`src/rtl/spi_disp_pkg.sv`:
```
// Shared definitions for the display SPI sequencer: ROM entry layout, entry
// type codes and the sequencer state encoding.
package spi_disp_pkg;

    localparam int ENTRY_W = 10;

    typedef enum logic [1:0] {
        T_CMD  = 2'b00,
        T_DATA = 2'b01,
        T_DLY  = 2'b10,
        T_END  = 2'b11
    } entry_type_t;

    typedef enum logic [2:0] {
        RST_WAIT = 3'd0,
        FETCH    = 3'd1,
        START    = 3'd2,
        XFER     = 3'd3,
        DELAY    = 3'd4,
        RUN      = 3'd5
    } state_t;

    function automatic logic [ENTRY_W-1:0] make_entry(entry_type_t t, logic [7:0] v);
        return {t, v};
    endfunction

endpackage

```
`src/rtl/spi_disp_init_rom.sv`:
```
// Display power-up script: sleep-out, 1 ms settle, display-on.
// Unlisted addresses read as end-of-script.
module spi_disp_init_rom
    import spi_disp_pkg::*;
(
    input  logic [4:0]         addr,
    output logic [ENTRY_W-1:0] entry
);

    // Combinational script lookup
    always_comb begin
        case (addr)
            5'd0:    entry = make_entry(T_CMD, 8'h11);
            5'd1:    entry = make_entry(T_DLY, 8'h01);
            5'd2:    entry = make_entry(T_CMD, 8'h29);
            5'd3:    entry = make_entry(T_END, 8'h00);
            default: entry = make_entry(T_END, 8'h00);
        endcase
    end

endmodule

```
`src/rtl/spi_disp_sequencer.sv`:
```
// Feeds the SPI TX engine: plays the init ROM script after reset, then drains
// a {dc,data} byte FIFO. Byte completion is tracked through the engine's cs.
module spi_disp_sequencer
    import spi_disp_pkg::*;
#(
    parameter logic [7:0] SCL_DIV     = 8'h1A,
    parameter int         CLK_PER_MS  = 100000,
    parameter int         FIFO_DEPTH  = 16,
    parameter int         ROM_LEN     = 32,
    parameter int         ACK_TIMEOUT = 1024
) (
    input  logic       clk,
    input  logic       reset,
    input  logic       wr_en,
    input  logic       wr_dc,
    input  logic [7:0] wr_data,
    output logic       fifo_full,
    output logic       fifo_empty,
    output logic       init_done,
    output logic       busy,
    output logic       err_timeout,
    output logic [9:0] tx_control,
    output logic [7:0] tx_data,
    input  logic       tx_cs
);

    localparam int PTR_W = $clog2(FIFO_DEPTH);
    localparam int CNT_W = PTR_W + 1;
    localparam int IDX_W = $clog2(ROM_LEN) + 1;
    localparam int TMO_W = $clog2(ACK_TIMEOUT);

    state_t               state_r, state_nxt_s;
    logic [8:0]           fifo_mem_r [FIFO_DEPTH];
    logic [PTR_W-1:0]     wr_ptr_r, rd_ptr_r;
    logic [CNT_W-1:0]     count_r;
    logic                 push_s, fifo_full_s, fifo_empty_s;
    logic [IDX_W-1:0]     rom_idx_r;
    logic [ENTRY_W-1:0]   rom_entry_s;
    entry_type_t          rom_type_s;
    logic [7:0]           rom_val_s;
    logic                 rom_end_s;
    logic [TMO_W-1:0]     tmo_cnt_r;
    logic [31:0]          dly_cnt_r;
    logic                 start_r, dc_r, init_done_r, err_r;
    logic [7:0]           tx_data_r;
    logic                 fetch_s, load_rom_s, load_fifo_s, dly_load_s;
    logic                 set_init_s, set_err_s, clr_start_s;

    spi_disp_init_rom u_rom (
        .addr  (rom_idx_r[IDX_W-2:0]),
        .entry (rom_entry_s)
    );

    assign rom_type_s   = entry_type_t'(rom_entry_s[ENTRY_W-1 -: 2]);
    assign rom_val_s    = rom_entry_s[7:0];
    assign rom_end_s    = (rom_idx_r >= IDX_W'(ROM_LEN));
    assign fifo_full_s  = (count_r == CNT_W'(FIFO_DEPTH));
    assign fifo_empty_s = (count_r == {CNT_W{1'b0}});
    assign push_s       = wr_en & ~fifo_full_s;

    // FIFO storage; contents need no reset since count gates every read
    always_ff @(posedge clk) begin
        if (push_s) begin
            fifo_mem_r[wr_ptr_r] <= {wr_dc, wr_data};
        end
    end

    // FIFO pointers and occupancy; a simultaneous push and pop keeps the count
    always_ff @(posedge clk) begin
        if (reset) begin
            wr_ptr_r <= {PTR_W{1'b0}};
            rd_ptr_r <= {PTR_W{1'b0}};
            count_r  <= {CNT_W{1'b0}};
        end else begin
            if (push_s) begin
                wr_ptr_r <= wr_ptr_r + PTR_W'(1);
            end
            if (load_fifo_s) begin
                rd_ptr_r <= rd_ptr_r + PTR_W'(1);
            end
            case ({push_s, load_fifo_s})
                2'b10:   count_r <= count_r + CNT_W'(1);
                2'b01:   count_r <= count_r - CNT_W'(1);
                default: count_r <= count_r;
            endcase
        end
    end

    // Sequencer state register
    always_ff @(posedge clk) begin
        if (reset) begin
            state_r <= RST_WAIT;
        end else begin
            state_r <= state_nxt_s;
        end
    end

    // Next-state and datapath strobes
    always_comb begin
        state_nxt_s = state_r;
        fetch_s     = 1'b0;
        load_rom_s  = 1'b0;
        load_fifo_s = 1'b0;
        dly_load_s  = 1'b0;
        set_init_s  = 1'b0;
        set_err_s   = 1'b0;
        clr_start_s = 1'b0;
        case (state_r)
            RST_WAIT: begin
                // a byte left in flight by reset must finish before the script restarts
                if (tx_cs) begin
                    state_nxt_s = FETCH;
                end else begin
                    state_nxt_s = RST_WAIT;
                end
            end
            FETCH: begin
                if (rom_end_s) begin
                    set_init_s  = 1'b1;
                    state_nxt_s = RUN;
                end else begin
                    fetch_s = 1'b1;
                    case (rom_type_s)
                        T_CMD, T_DATA: begin
                            load_rom_s  = 1'b1;
                            state_nxt_s = START;
                        end
                        T_DLY: begin
                            if (rom_val_s != 8'd0) begin
                                dly_load_s  = 1'b1;
                                state_nxt_s = DELAY;
                            end else begin
                                state_nxt_s = FETCH;
                            end
                        end
                        T_END: begin
                            set_init_s  = 1'b1;
                            state_nxt_s = RUN;
                        end
                        default: state_nxt_s = RUN;
                    endcase
                end
            end
            START: begin
                if (!tx_cs) begin
                    clr_start_s = 1'b1;
                    state_nxt_s = XFER;
                end else if (tmo_cnt_r == TMO_W'(ACK_TIMEOUT - 1)) begin
                    set_err_s   = 1'b1;
                    clr_start_s = 1'b1;
                    state_nxt_s = init_done_r ? RUN : FETCH;
                end else begin
                    state_nxt_s = START;
                end
            end
            XFER: begin
                if (tx_cs) begin
                    state_nxt_s = init_done_r ? RUN : FETCH;
                end else begin
                    state_nxt_s = XFER;
                end
            end
            DELAY: begin
                if (dly_cnt_r == 32'd1) begin
                    state_nxt_s = FETCH;
                end else begin
                    state_nxt_s = DELAY;
                end
            end
            RUN: begin
                if (!fifo_empty_s) begin
                    load_fifo_s = 1'b1;
                    state_nxt_s = START;
                end else begin
                    state_nxt_s = RUN;
                end
            end
            default: state_nxt_s = RST_WAIT;
        endcase
    end

    // Engine-facing byte/dc/start registers, script index, timers and flags
    always_ff @(posedge clk) begin
        if (reset) begin
            rom_idx_r   <= {IDX_W{1'b0}};
            tx_data_r   <= 8'h00;
            dc_r        <= 1'b0;
            start_r     <= 1'b0;
            tmo_cnt_r   <= {TMO_W{1'b0}};
            dly_cnt_r   <= 32'd0;
            init_done_r <= 1'b0;
            err_r       <= 1'b0;
        end else begin
            if (fetch_s) begin
                rom_idx_r <= rom_idx_r + IDX_W'(1);
            end
            if (load_rom_s) begin
                tx_data_r <= rom_val_s;
                dc_r      <= (rom_type_s == T_DATA);
                start_r   <= 1'b1;
            end else if (load_fifo_s) begin
                {dc_r, tx_data_r} <= fifo_mem_r[rd_ptr_r];
                start_r           <= 1'b1;
            end else if (clr_start_s) begin
                start_r <= 1'b0;
            end
            if (load_rom_s || load_fifo_s) begin
                tmo_cnt_r <= {TMO_W{1'b0}};
            end else if (state_r == START) begin
                tmo_cnt_r <= tmo_cnt_r + TMO_W'(1);
            end
            if (dly_load_s) begin
                dly_cnt_r <= 32'(rom_val_s) * 32'(CLK_PER_MS);
            end else if (state_r == DELAY) begin
                dly_cnt_r <= dly_cnt_r - 32'd1;
            end
            if (set_init_s) begin
                init_done_r <= 1'b1;
            end
            if (set_err_s) begin
                err_r <= 1'b1;
            end
        end
    end

    assign tx_control  = {SCL_DIV, dc_r, start_r};
    assign tx_data     = tx_data_r;
    assign init_done   = init_done_r;
    assign err_timeout = err_r;
    assign fifo_full   = fifo_full_s;
    assign fifo_empty  = fifo_empty_s;
    assign busy        = (state_r == START) || (state_r == XFER) || (state_r == DELAY) ||
                         ((state_r == RUN) && !fifo_empty_s);

endmodule

```
`config.mk`:
```
export PLATFORM = sky130hd
export DESIGN_NAME = spi_disp_sequencer
export DESIGN_NICKNAME = d
export VERILOG_FILES = /design/src/rtl/spi_disp_pkg.sv /design/src/rtl/spi_disp_init_rom.sv /design/src/rtl/spi_disp_sequencer.sv
export SDC_FILE = /design/constraint.sdc
export NUM_CORES = 1
export LEC_CHECK = 0
export ABC_AREA = 0
export ABC_CLOCK_PERIOD_IN_PS = 5800
export CAP_MARGIN = 20
export CORE_MARGIN = 2
export CORE_UTILIZATION = 64
export CTS_BUF_LIST = sky130_fd_sc_hd__clkbuf_8
export CTS_CLUSTER_SIZE = 24
export DETAILED_ROUTE_END_ITERATION = 8
export PLACE_DENSITY = 0.86
export SLEW_MARGIN = 5
export SYNTH_ARGS = -nofsm -noshare
export SYNTH_HDL_FRONTEND = slang
export SYNTH_HIERARCHICAL = 1
export SYNTH_SLANG_ARGS = --single-unit
```
`constraint.sdc`:
```
create_clock -name clk -period 5.8 [get_ports clk]
set_input_delay 1.16 -clock clk [delete_from_list [all_inputs] [get_ports clk]]
set_output_delay 1.16 -clock clk [all_outputs]
set_load 0.005 [all_outputs]
```
==> results.md, run 1 <==
- STA classifies the critical path endpoint as a flip-flop.
- The area growth from synthesis to layout is 9.13%.
- The via count of the first global-routing pass is 6,992.
- The synthesis-stage register bit count is 224.
- The total congestion overflow after global routing is 0.
- In this run the most critical hold path is launched from start_r.
- Counting distinct cell types in the post-synthesis netlist gives 71.
- The share of async-settable or async-resettable flops after synthesis is 0.
- The sink count of the clock tree is 224.
- Buffers inserted during clock tree synthesis total 35.
- The netlist area before placement is 0.0112 sq mm.
- The worst pin sits at a relative slew slack of 0.292.
- The number of rows created at floorplan is 48.
- In this run the critical register-to-register path is launched from rom_idx_r[3].
- The placeable core region is 0.0172 sq mm.
- Along the worst path, the maximum fanout reaches 12.
- The number of vias after detailed routing is 6,944.
- Entering global routing, the biggest net connects 49 pins.
- Timing analysis after detailed placement gives a worst setup slack of 1240 ps.
- The CTS tree is built.
- The post-route DRC violation count is 0.
- Among all cell types in the netlist, the one instantiated most often is sky130_fd_sc_hd__edfxtp_1.
- The timing startpoint of the critical path is rom_idx_r[3].
- For this run, the leading register cell type out of synthesis is sky130_fd_sc_hd__edfxtp_1.
- The part of the cycle the worst path needs is 0.791.
- For this run, the number of Yosys warnings is 6.
- The accumulated negative setup slack is 0 ps.
- Input and output buffers added on the ports amount to 27.
- The worst path needs 4590 ps of the cycle, external delays included.
- The area share of the largest cell type after synthesis is 0.387.
- Dividing the synthesized area by the synthesized cell count gives 12.6 sq um.
- The run finished with clean final reports.
- The weighted congestion at the end of routability-driven global placement is 0.839.
- The peak clock frequency supported by timing is 218 MHz.
- STA classifies the critical path startpoint as a flip-flop.
- The largest total area in the synthesized netlist belongs to sky130_fd_sc_hd__edfxtp_1.
- The die covers 0.0185 sq mm.
- The I/O pin count is 36.
- The clock tree root driver cell is sky130_fd_sc_hd__clkbuf_8.
- The floorplan step set the die height to 136 um.
- The worst hold path belongs to the class reg2reg.
- The starting density of the core is 0.650.
- The type of the worst setup path is reg2reg.
- Clock-pin slew was measured on the worst setup and hold paths at 60 ps.
- The hold buffer count at CTS is 0.
- In this run, post-CTS repair resized a total of 0 instances.
- The final layout contains routed wiring with a total length of 22,100 um.
- The count of final max-slew check failures is 0.
- In this run, the number of DRC markers left after iteration 0 of detailed routing was 604.
- The horizontal extent of the die is 136 um.
- The ratio of total power to cell area is 298 mW/mm^2.
- The HPWL after detailed placement is 15,300 um.
- The initial antenna violation count is 0.
- After synthesis, the cell types taking the most area are sky130_fd_sc_hd__edfxtp_1 39%, sky130_fd_sc_hd__dfxtp_1 14%, sky130_fd_sc_hd__ha_1 8.0%.
- Dividing the detail-routed wire length by the instance count gives 18.8 um.
- The number of setup buffers added after CTS is 0.
- At the worst endpoint, the arrival time is 4960 ps.
- In the final layout, the share of cells above drive strength 1 is 0.141.
- The least setup slack across all paths after layout is 1210 ps.
- Clock skew on the completed layout was measured at 20.3 ps.
- The number of non-filler instances in the completed layout is 1,177.
- VDD sags by at most 0.229 mV.
- Ranked by instance count, the synthesized netlist is headed by 144 x sky130_fd_sc_hd__edfxtp_1, 101 x sky130_fd_sc_hd__nor2_1, 80 x sky130_fd_sc_hd__dfxtp_1.
- The count of placed standard cells including taps is 1,115.
- After the last flow step, the layout net total stands at 1,024.
- The final setup violation count is 0.
- The latest clock arrival within the worst-skew pair is 510 ps.
- The number of detailed-routing iterations run before antenna repair is 5.
- At the pin with the least slew margin, the transition time is 1060 ps.
- Once detail routing completed, the nets flagged for antenna violations numbered 0.
- The first global-routing pass estimated 34,900 um of wire.
- The number of standard cells after synthesis is 889.
- In this run the number of H-tree levels came out at 2.
- The required time reported for the critical path endpoint is 6170 ps.
- No sink is reached through more buffers than the 3 on the longest clock path.
- The per-cell via count in the routed design is 5.90.
- The global-route usage over all layers is 0.245.
- The hold violation count in the final report is 0.
- The sequential area share after synthesis is 0.531.
- The number of inserted diodes is 0.
- The synthesized design contains 144 enable-type register cells.
- The power after layout is 0.00364 W.
- The max-cap violation count is 0.
- Setup repair after global routing left no endpoint under its margin.
- In this run the static leakage power is 4.34 nW.
## power breakdown
group,switching [W],internal [W]
logic,0.000403,0.000292
clock network,0.000594,0.000573
registers,0.0000396,0.00173
total,0.00104,0.00260
## final cells by class
class                      instances  area [sq um]
sequential                       224          5930
fill                            1159          4990
multi-input combinational        592          4880
clock buffer                      35           482
timing repair buffer              38           348
tap                              225           282
inverter                          36           135
clock inverter                    27           130
## cells by family after synthesis
| kind of cell | synth area share |
|---|---|
| multiplexers | 0.0943 |
| adder cells (fa/ha/maj) | 0.103 |
| AO/OA/AOI/OAI | 0.0714 |
| XOR/XNOR | 0.0400 |
| flip-flops | 0.531 |
| buffers and inverters | 0.0351 |
| other | 0.00101 |
| AND/OR/NAND/NOR | 0.125 |
## final timing paths
kind	end	slack (ps)	cells after the start
worst max-delay path	dly_cnt_r[24]	1210	13
worst min-delay path	start_r	480	2
worst max register to register	dly_cnt_r[24]	1210	13
worst min register to register	start_r	480	2
## placed cells by master, fill, tap and decap left out, types with 10 or more instances in the layout
master / instances
sky130_fd_sc_hd__clkbuf_8: 35
sky130_fd_sc_hd__nor3_1: 19
sky130_fd_sc_hd__nand2_1: 48
sky130_fd_sc_hd__ha_1: 71
sky130_fd_sc_hd__xor2_1: 27
sky130_fd_sc_hd__xnor2_1: 24
sky130_fd_sc_hd__buf_4: 11
sky130_fd_sc_hd__inv_1: 40
sky130_fd_sc_hd__mux2i_1: 13
sky130_fd_sc_hd__nand4_1: 16
sky130_fd_sc_hd__mux4_2: 36
sky130_fd_sc_hd__conb_1: 12
sky130_fd_sc_hd__mux2_2: 10
sky130_fd_sc_hd__dfxtp_1: 79
sky130_fd_sc_hd__edfxtp_1: 144
sky130_fd_sc_hd__clkdlybuf4s50_1: 26
sky130_fd_sc_hd__a21oi_1: 49
sky130_fd_sc_hd__clkinv_1: 10
sky130_fd_sc_hd__o22ai_1: 14
sky130_fd_sc_hd__fa_1: 13
sky130_fd_sc_hd__nor2_1: 101
sky130_fd_sc_hd__o21ai_0: 19
## registers in the layout (all words and copies together) (netlist names), 3 cells and up, named ones only
name        cells
tx_data         8
fifo_mem_r    144
wr_ptr_r        4
rd_ptr_r        4
dly_cnt_r      32
count_r         5
rom_idx_r       6
tmo_cnt_r      10
state_r         3
## critical path: stages, from the launching register on
cell,delay [ps]
sky130_fd_sc_hd__dfxtp_1,360
sky130_fd_sc_hd__or4_4,590
sky130_fd_sc_hd__nor2_2,410
sky130_fd_sc_hd__ha_1,350
sky130_fd_sc_hd__fa_1,490
sky130_fd_sc_hd__fa_1,400
sky130_fd_sc_hd__ha_1,290
sky130_fd_sc_hd__ha_1,370
sky130_fd_sc_hd__and4_1,240
sky130_fd_sc_hd__o21a_1,120
sky130_fd_sc_hd__a21oi_1,200
sky130_fd_sc_hd__o21ai_0,190
sky130_fd_sc_hd__nor4_1,380
sky130_fd_sc_hd__nor4_2,60
## metal layers
layer  GRT usage  share of wire  vias up
met4      0.0851          0.025        0
met2       0.446           0.52      209
met1       0.288           0.40     3337
met5           0              0        -
met3      0.0466          0.053       47
li1            -              -     3351
## stage by stage
| step | instance area (sq um) | hold slack (ps) | utilization |
|---|---|---|---|
| floorplan | 11200 | 437 | - |
| global placement | 11600 | 451 | 0.674 |
| detailed placement | 11600 | 466 | 0.674 |
| CTS | 12200 | 481 | 0.709 |
| global route | 12200 | 489 | 0.709 |
| finish | 12200 | 476 | 0.709 |
(Power assumes the default switching activity.)
==> inputs of run 2 (changes only) <==
--- a/config.mk
+++ b/config.mk
@@ -6,7 +6,7 @@
 export NUM_CORES = 1
 export LEC_CHECK = 0
 export ABC_AREA = 0
-export ABC_CLOCK_PERIOD_IN_PS = 5800
+export ABC_CLOCK_PERIOD_IN_PS = 4400
 export CAP_MARGIN = 20
 export CORE_MARGIN = 2
 export CORE_UTILIZATION = 64
==> constraint.sdc (replaced) <==
create_clock -name clk -period 4.4 [get_ports clk]
set_input_delay 0.88 -clock clk [delete_from_list [all_inputs] [get_ports clk]]
set_output_delay 0.88 -clock clk [all_outputs]
set_load 0.005 [all_outputs]
==> results.md, run 2 (synthesized netlist as in run 1, its figures left out) <==
- The flow ran to the end, and the final reports show no timing, DRC or antenna violations.
- The register-to-register path setup slack is 260 ps.
- The maximum number of pins on one net before global-route repair is 48.
- Setup repair after global routing could not meet its margin everywhere.
- The count of fill cells added during filler insertion is 1,156.
- The leakage power figure is 4.45 nW.
- The CTS tree is built.
- For this run, the total global-route usage over all layers was measured as 0.243.
- Data arrives at the worst endpoint at 4530 ps.
- The total of buffers placed on input and output ports is 27.
- In this run, CTS created clock tree buffers numbering 37.
- The register with the most flip-flops in the layout has 144 of them.
- The number of buffer and inverter stages on the critical path is 1.
- The largest individual stage delay along the critical path comes from the cell sky130_fd_sc_hd__or4_4.
- The signal on the critical path passes through or4_4 > nor2_2 > inv_1 > ha_1 > ha_1 > fa_1 > ha_1 > ha_1 > o21ai_0 > o21ai_0 > a21oi_1 > o21ai_1 > xnor2_1 > o22ai_1.
- The largest registers in the layout are fifo_mem_r x144, dly_cnt_r x32, tmo_cnt_r x10.
- STA classifies the critical path startpoint as a flip-flop.
- The count of cells along the worst hold path is 2.
- At the end of routability-driven placement, the weighted congestion stood at 0.868.
- The total wire length after detailed routing is 22,100 um.
- Detailed routing inserted a total of 7,035 vias.
- The count of placed standard cells including taps is 1,117.
- The floorplan die area is 0.0185 sq mm.
- For this design the ratio of total power to cell area is 412 mW/mm^2.
- The slew of the pin with the lowest slew margin is 1040 ps.
- The startpoint of the most critical register-to-register path is rom_idx_r[4].
- The clock input transition at the sequential cells of the worst setup and hold paths is 60 ps.
- The worst pin sits at a relative slew slack of 0.306.
- The sequential cells in the finished layout cover a total of 0.00593 sq mm.
- The cell that appears most often on the critical path is sky130_fd_sc_hd__ha_1.
- The remaining antenna violation count is 0.
- For the finished layout, the period the worst path requires is 4140 ps.
- The repair_antennas step left the layout with diodes totalling 0.
- Final hold analysis gives a worst-case slack of 488 ps.
- In this run the worst hold path is classified as reg2reg.
- The maximum count of clock buffers along a single path is 3.
- The count of routing violations after the opening detailed-route iteration is 561.
- The design draws 0.00510 W.
- Leaving out fill and tap cells, the most frequent cell in the layout is sky130_fd_sc_hd__edfxtp_1.
- The peak clock frequency supported by timing is 241 MHz.
- Setup violations remaining at the end of the flow were counted as 0.
- The first global-routing pass estimated 35,000 um of wire.
- Excluding fillers, the count of instances in the completed layout stands at 1,186.
- For the worst flop-to-flop path, the logic depth is 14.
- In this run the worst path has a maximum fanout of 7.
- The largest register by flop count is fifo_mem_r.
- The pre-antenna-repair detailed-routing pass consisted of 5 iterations.
- The hold violation count in the final report is 0.
- The library cells used most frequently in the layout, excluding fill and tap cells, are 144 x sky130_fd_sc_hd__edfxtp_1, 101 x sky130_fd_sc_hd__nor2_1, 79 x sky130_fd_sc_hd__dfxtp_1.
- The average detailed-routed wire length per instance is 18.7 um.
- The vertical extent of the die is 136 um.
- In this run the number of H-tree levels came out at 2.
- The HPWL after detailed placement is 15,300 um.
- For this run, the share of the core covered by cells in the final layout is 0.721.
- The number of rows created at floorplan is 48.
- Using the TritonRoute via totals, the vias-per-cell ratio works out to 5.93.
- Of the cells placed in the final design, the portion with a size suffix greater than 1 is 0.147.
- The multi-input combinational cells in the finished layout cover a total of 0.00490 sq mm.
- The placeable core region is 0.0172 sq mm.
- The via count of the first global-routing pass is 7,087.
- The initial antenna violation count is 0.
- The max-cap violation count is 0.
- For this design, the sink count on the clock tree is 224.
- Relative to the synthesized area, the layout overhead comes to 10.9%.
- In this run, post-CTS hold repair placed 0 buffers.
- The worst hold path begins at err_timeout.
- For this run, design rule violations remaining after detail routing come to 0.
- The total congestion overflow after global routing is 0.
- The required time reported for the critical path endpoint is 4790 ps.
- The I/O pin count is 36.
- The terminating pin of the worst hold path is err_timeout.
- In this run the critical register-to-register path is captured at dly_cnt_r[20].
- In the finished design, the share of the clock period the worst path needs comes to 0.941.
- The count of final max-slew check failures is 0.
- The type of the worst setup path is reg2reg.
- The net total in the final layout is 1,030.
- The die is 136 um wide.
- The element type at the critical path end is a flip-flop.
- On the final layout, the worst clock skew is 12.8 ps.
- Summed over all failing endpoints, the final setup total negative slack is 0 ps.
- On the worst path, the slowest cell contributes a delay of 610 ps.
- In this design, the largest share of critical-path delay is due to adder cells.
- In this run the clock root is driven by a sky130_fd_sc_hd__clkbuf_8.
- The maximum VDD drop is 0.409 mV.
- The initial utilization of the core area, before any placement, comes to 0.650.
- The clock reaches the later pin of the worst-skew pair after 530 ps.
-- run 2: changes by cell type in the layout (fill, tap and decap cells not counted), sizes merged --
| cell | delta |
|---|---|
| buf | +4 |
| bufinv | +3 |
| clkbuf | +5 |
| inv | +6 |
| clkinv | -6 |
| clkinvlp | -3 |
-- run 2: worst register-to-register path: cells and delay by family, from the launching register on --
kind	cells	cell delay, ps
compound gates	5	940
flops	1	350
buf+inv	1	60
xor+xnor	1	160
simple gates	2	780
fa+ha+maj	5	1720
-- run 2: metal layers --
| metal | vias up | track usage | wire (um) |
|---|---|---|---|
| met5 | - | 0 | 0 |
| met1 | 3400 | 0.289 | 8960 |
| li1 | 3372 | - | - |
| met4 | 0 | 0.102 | 637 |
| met2 | 212 | 0.429 | 11400 |
| met3 | 51 | 0.0522 | 1100 |
-- run 2: how the worst max path moves through the flow --
stage | start | depth (start not counted) | slack [ps] | endpoint
6_report | rom_idx_r[4] | 14 | 260 | dly_cnt_r[20]
5_1_grt | rom_idx_r[4] | 14 | -8 | dly_cnt_r[20]
4_1_cts | rom_idx_r[4] | 13 | 130 | dly_cnt_r[24]
3_5_place_dp | rom_idx_r[4] | 13 | 170 | dly_cnt_r[24]
3_3_place_gp | rom_idx_r[4] | 13 | 270 | dly_cnt_r[24]
2_1_floorplan | rom_idx_r[4] | 13 | 320 | dly_cnt_r[24]
-- run 2: power breakdown --
part	switching (W)	internal [W]	leakage, nW
combinational	0.000535	0.000391	2.09
clock	0.000813	0.00102	0.417
sequential	0.0000516	0.00229	1.95
-- run 2: layout make-up --
type,instances,share of cell area
Sequential cell,224,0.479
Multi-Input combinational cell,592,0.395
Clock buffer,40,0.0445
Timing Repair Buffer,42,0.0321
Tap cell,225,0.0227
Clock inverter,27,0.0158
Inverter,36,0.0109
-- run 2: what timing repair did --
item / in CTS / in global routing
setup endpoints to repair: 0 / 4
buffers inserted: 0 / 0
endpoints found under the hold margin: 0 / 0
resized for setup: 0 / 4
-- run 2: per-stage QoR --
stage	setup slack, ps	instance area (sq um)
final	258	12400
after floorplan	317	11200
after global routing	-8.21	12400
after global placement	265	11600
after detailed placement	170	11600
after CTS	135	12300
==> inputs of run 3 (changes only) <==
--- a/config.mk
+++ b/config.mk
@@ -9,11 +9,11 @@
 export ABC_CLOCK_PERIOD_IN_PS = 4400
 export CAP_MARGIN = 20
 export CORE_MARGIN = 2
-export CORE_UTILIZATION = 64
-export CTS_BUF_LIST = sky130_fd_sc_hd__clkbuf_8
+export CORE_UTILIZATION = 62
+export CTS_BUF_LIST = sky130_fd_sc_hd__clkbuf_16
 export CTS_CLUSTER_SIZE = 24
 export DETAILED_ROUTE_END_ITERATION = 8
-export PLACE_DENSITY = 0.86
+export PLACE_DENSITY = 0.83
 export SLEW_MARGIN = 5
 export SYNTH_ARGS = -nofsm -noshare
 export SYNTH_HDL_FRONTEND = slang
==> results.md, run 3 (synthesized netlist as in run 1, its figures left out) <==
- In this run the most critical hold path is launched from err_timeout.
- In this run the critical register-to-register path is captured at dly_cnt_r[24].
- The hold buffer count at CTS is 0.
- For the worst-skew pair, the clock arrives at the later sink with an insertion delay of 520 ps.
- The startpoint identified for the worst register-to-register timing path is rom_idx_r[3].
- The total clock buffers created by CTS is 23.
- The commonest non-fill, non-tap cell in the layout is sky130_fd_sc_hd__edfxtp_1.
- Relative to the synthesized area, the layout overhead comes to 10.3%.
- The hold violation count in the final report is 0.
- The number of vias after detailed routing is 6,914.
- The top cell types in the final layout, fill and taps aside, are 144 x sky130_fd_sc_hd__edfxtp_1, 101 x sky130_fd_sc_hd__nor2_1, 79 x sky130_fd_sc_hd__dfxtp_1.
- The detailed router finished its first iteration with 517 violations.
- For this design, the sink count on the clock tree is 224.
- The vertical extent of the die is 138 um.
- The required time reported for the critical path endpoint is 4770 ps.
- The final setup violation count is 0.
- The total wire length after detailed routing is 21,900 um.
- Power spread over the standard cell area amounts to 410 mW/mm^2.
- Counting along the longest clock path gives a buffer depth of 3.
- The initial antenna violation count is 0.
- STA puts the critical path data arrival time at 4600 ps.
- Measured along the x axis, the die boundary spans 138 um.
- The leakage power figure is 4.40 nW.
- After clock tree synthesis, the setup repair step added 0 buffers.
- Measured against its own limit, the worst slew margin works out to 0.332.
- The placeable core region is 0.0178 sq mm.
- The total congestion overflow after global routing is 0.
- For flop-to-flop paths, the worst setup slack is 170 ps.
- The clock input transition at the sequential cells of the worst setup and hold paths is 50 ps.
- The die covers 0.0191 sq mm.
- The per-cell via count in the routed design is 5.95.
- The number of rows created at floorplan is 49.
- The count of final max-slew check failures was 0.
- The clock skew after layout is 13.2 ps.
- The final core utilization is 0.690.
- Of all nets on the critical path, the largest fanout is 7.
- The clock period could shrink to 4230 ps.
- Tracing the worst setup path back leads to its startpoint at rom_idx_r[3].
- The critical path is of the reg2reg type.
- Max-cap violations in this run came to 0.
- Derived from the worst setup path, the maximum achievable clock frequency is 236 MHz.
- The post-route DRC violation count is 0.
- The via count of the first global-routing pass came to 7,110.
- The CTS tree is built.
- The slew of the pin with the lowest slew margin is 999 ps.
- The count of fill cells added during filler insertion is 1,192.
- For this run, global-route usage on met1 was measured as 0.295.
- The met3 layer usage reported by global route is 0.0322.
- The run finished with clean final reports.
- Detailed placement ended at an HPWL of 15,100 um.
- The net count of the finished layout is 1,015.
- The weighted congestion at the end of routability-driven global placement is 0.895.
- During I/O placement, the number of pins put on the boundary was 36.
- The path class of the tightest hold or removal check is reg2reg.
- The largest registers in the layout are fifo_mem_r x144, dly_cnt_r x32, tmo_cnt_r x10.
- The worst hold path terminates at err_timeout.
- The global routing met2 resource utilization is 0.417.
- The critical path launch point type is a flip-flop.
- The first-pass GRT wire length is 35,900 um.
- The count of placed standard cells including taps is 1,122.
- The initial utilization of the core area, before any placement, comes to 0.626.
- VDD sags by at most 0.516 mV.
- Dividing the final minimum period by the clock period gives 0.961.
- Post-CTS repair changed the size of 0 cells.
- For this run, the total global-route usage over all layers was measured as 0.232.
- Entering global routing, the biggest net connects 48 pins.
- Counting cells, the worst reg-to-reg path comes to 15.
- The element type at the critical path end is a flip-flop.
- The number of inserted diodes is 0.
- Counting instances, the worst hold path has a depth of 2.
- The largest register by flop count is fifo_mem_r.
- The number of H-tree branching levels is 1.
- The remaining antenna violation count is 0.
- The average detailed-routed wire length per instance is 18.8 um.
- The global routing stage identified its most utilized layer as met2.
- CTS placed an instance of sky130_fd_sc_hd__clkbuf_16 at the clock tree root.
- The number of non-filler instances in the completed layout is 1,162.
- The number of detailed-routing iterations run before antenna repair is 5.
- The share of cells above drive strength 1 is 0.129.
- The total of buffers placed on input and output ports is 27.
- The flip-flop count of the largest register, all copies and words added is 144.
==> run 3: changes by cell type in the layout (fill, tap and decap cells not counted), sizes merged <==
| cell | before | now |
|---|---|---|
| clkinv | 12 | 4 |
| clkbuf | 40 | 23 |
| bufinv | 3 | 1 |
| buf | 16 | 15 |
==> run 3: worst max path at each step <==
stage | slack, ps | endpoint
after global routing | -1 | dly_cnt_r[24]
final | 170 | dly_cnt_r[24]
after global placement | 210 | dly_cnt_r[24]
after detailed placement | 120 | dly_cnt_r[24]
after CTS | 90 | dly_cnt_r[24]
after floorplan | 320 | dly_cnt_r[24]
==> run 3: per-stage QoR <==
stage / setup slack (ps) / instance area [sq um] / TNS [ps] / hold slack [ps] / total power (W)
2_1_floorplan: 317 / 11200 / 0 / 437 / 0.00307
3_3_place_gp: 215 / 11600 / 0 / 451 / 0.00325
3_5_place_dp: 117 / 11600 / 0 / 469 / 0.00327
4_1_cts: 94.7 / 12300 / 0 / 482 / 0.00504
5_1_grt: -1.07 / 12300 / -1.07 / 498 / 0.00528
6_report: 171 / 12300 / 0 / 470 / 0.00505
==> run 3: area by class of cell <==
cell class / count / area [sq um] / share of cell area
Sequential cell: 224 / 5930 / 0.481
Clock buffer: 23 / 576 / 0.0467
Clock inverter: 17 / 111 / 0.00904
Inverter: 36 / 135 / 0.0110
Multi-Input combinational cell: 592 / 4910 / 0.398
Tap cell: 229 / 287 / 0.0233
Timing Repair Buffer: 41 / 370 / 0.0301
==> run 3: critical path, stage by stage (launching register included) <==
cell and delay (ps):
sky130_fd_sc_hd__dfxtp_1 360, sky130_fd_sc_hd__or4_4 600, sky130_fd_sc_hd__nor2_2 160, sky130_fd_sc_hd__buf_4 160
sky130_fd_sc_hd__inv_1 40, sky130_fd_sc_hd__ha_1 300, sky130_fd_sc_hd__ha_1 260, sky130_fd_sc_hd__fa_1 480
sky130_fd_sc_hd__ha_1 300, sky130_fd_sc_hd__ha_1 350, sky130_fd_sc_hd__o21ai_0 120, sky130_fd_sc_hd__o21ai_0 160
sky130_fd_sc_hd__a21oi_1 290, sky130_fd_sc_hd__o21ai_2 120, sky130_fd_sc_hd__nor4_2 290, sky130_fd_sc_hd__nor4_2 60
==> run 3: routing by layer <==
metal / share of wire / routed length, um / vias up
met4: 0.024 / 535 / 0
met3: 0.037 / 811 / 38
met1: 0.41 / 9070 / 3374
met2: 0.52 / 11500 / 177
li1: - / - / 3325
met5: 0 / 0 / -
==> run 3: where the power goes <==
| group | internal [W] | switching, W | total (W) |
|---|---|---|---|
| clock | 0.00101 | 0.000771 | 0.00178 |
| sequential | 0.00229 | 0.0000533 | 0.00234 |
| combinational | 0.000392 | 0.000538 | 0.000931 |
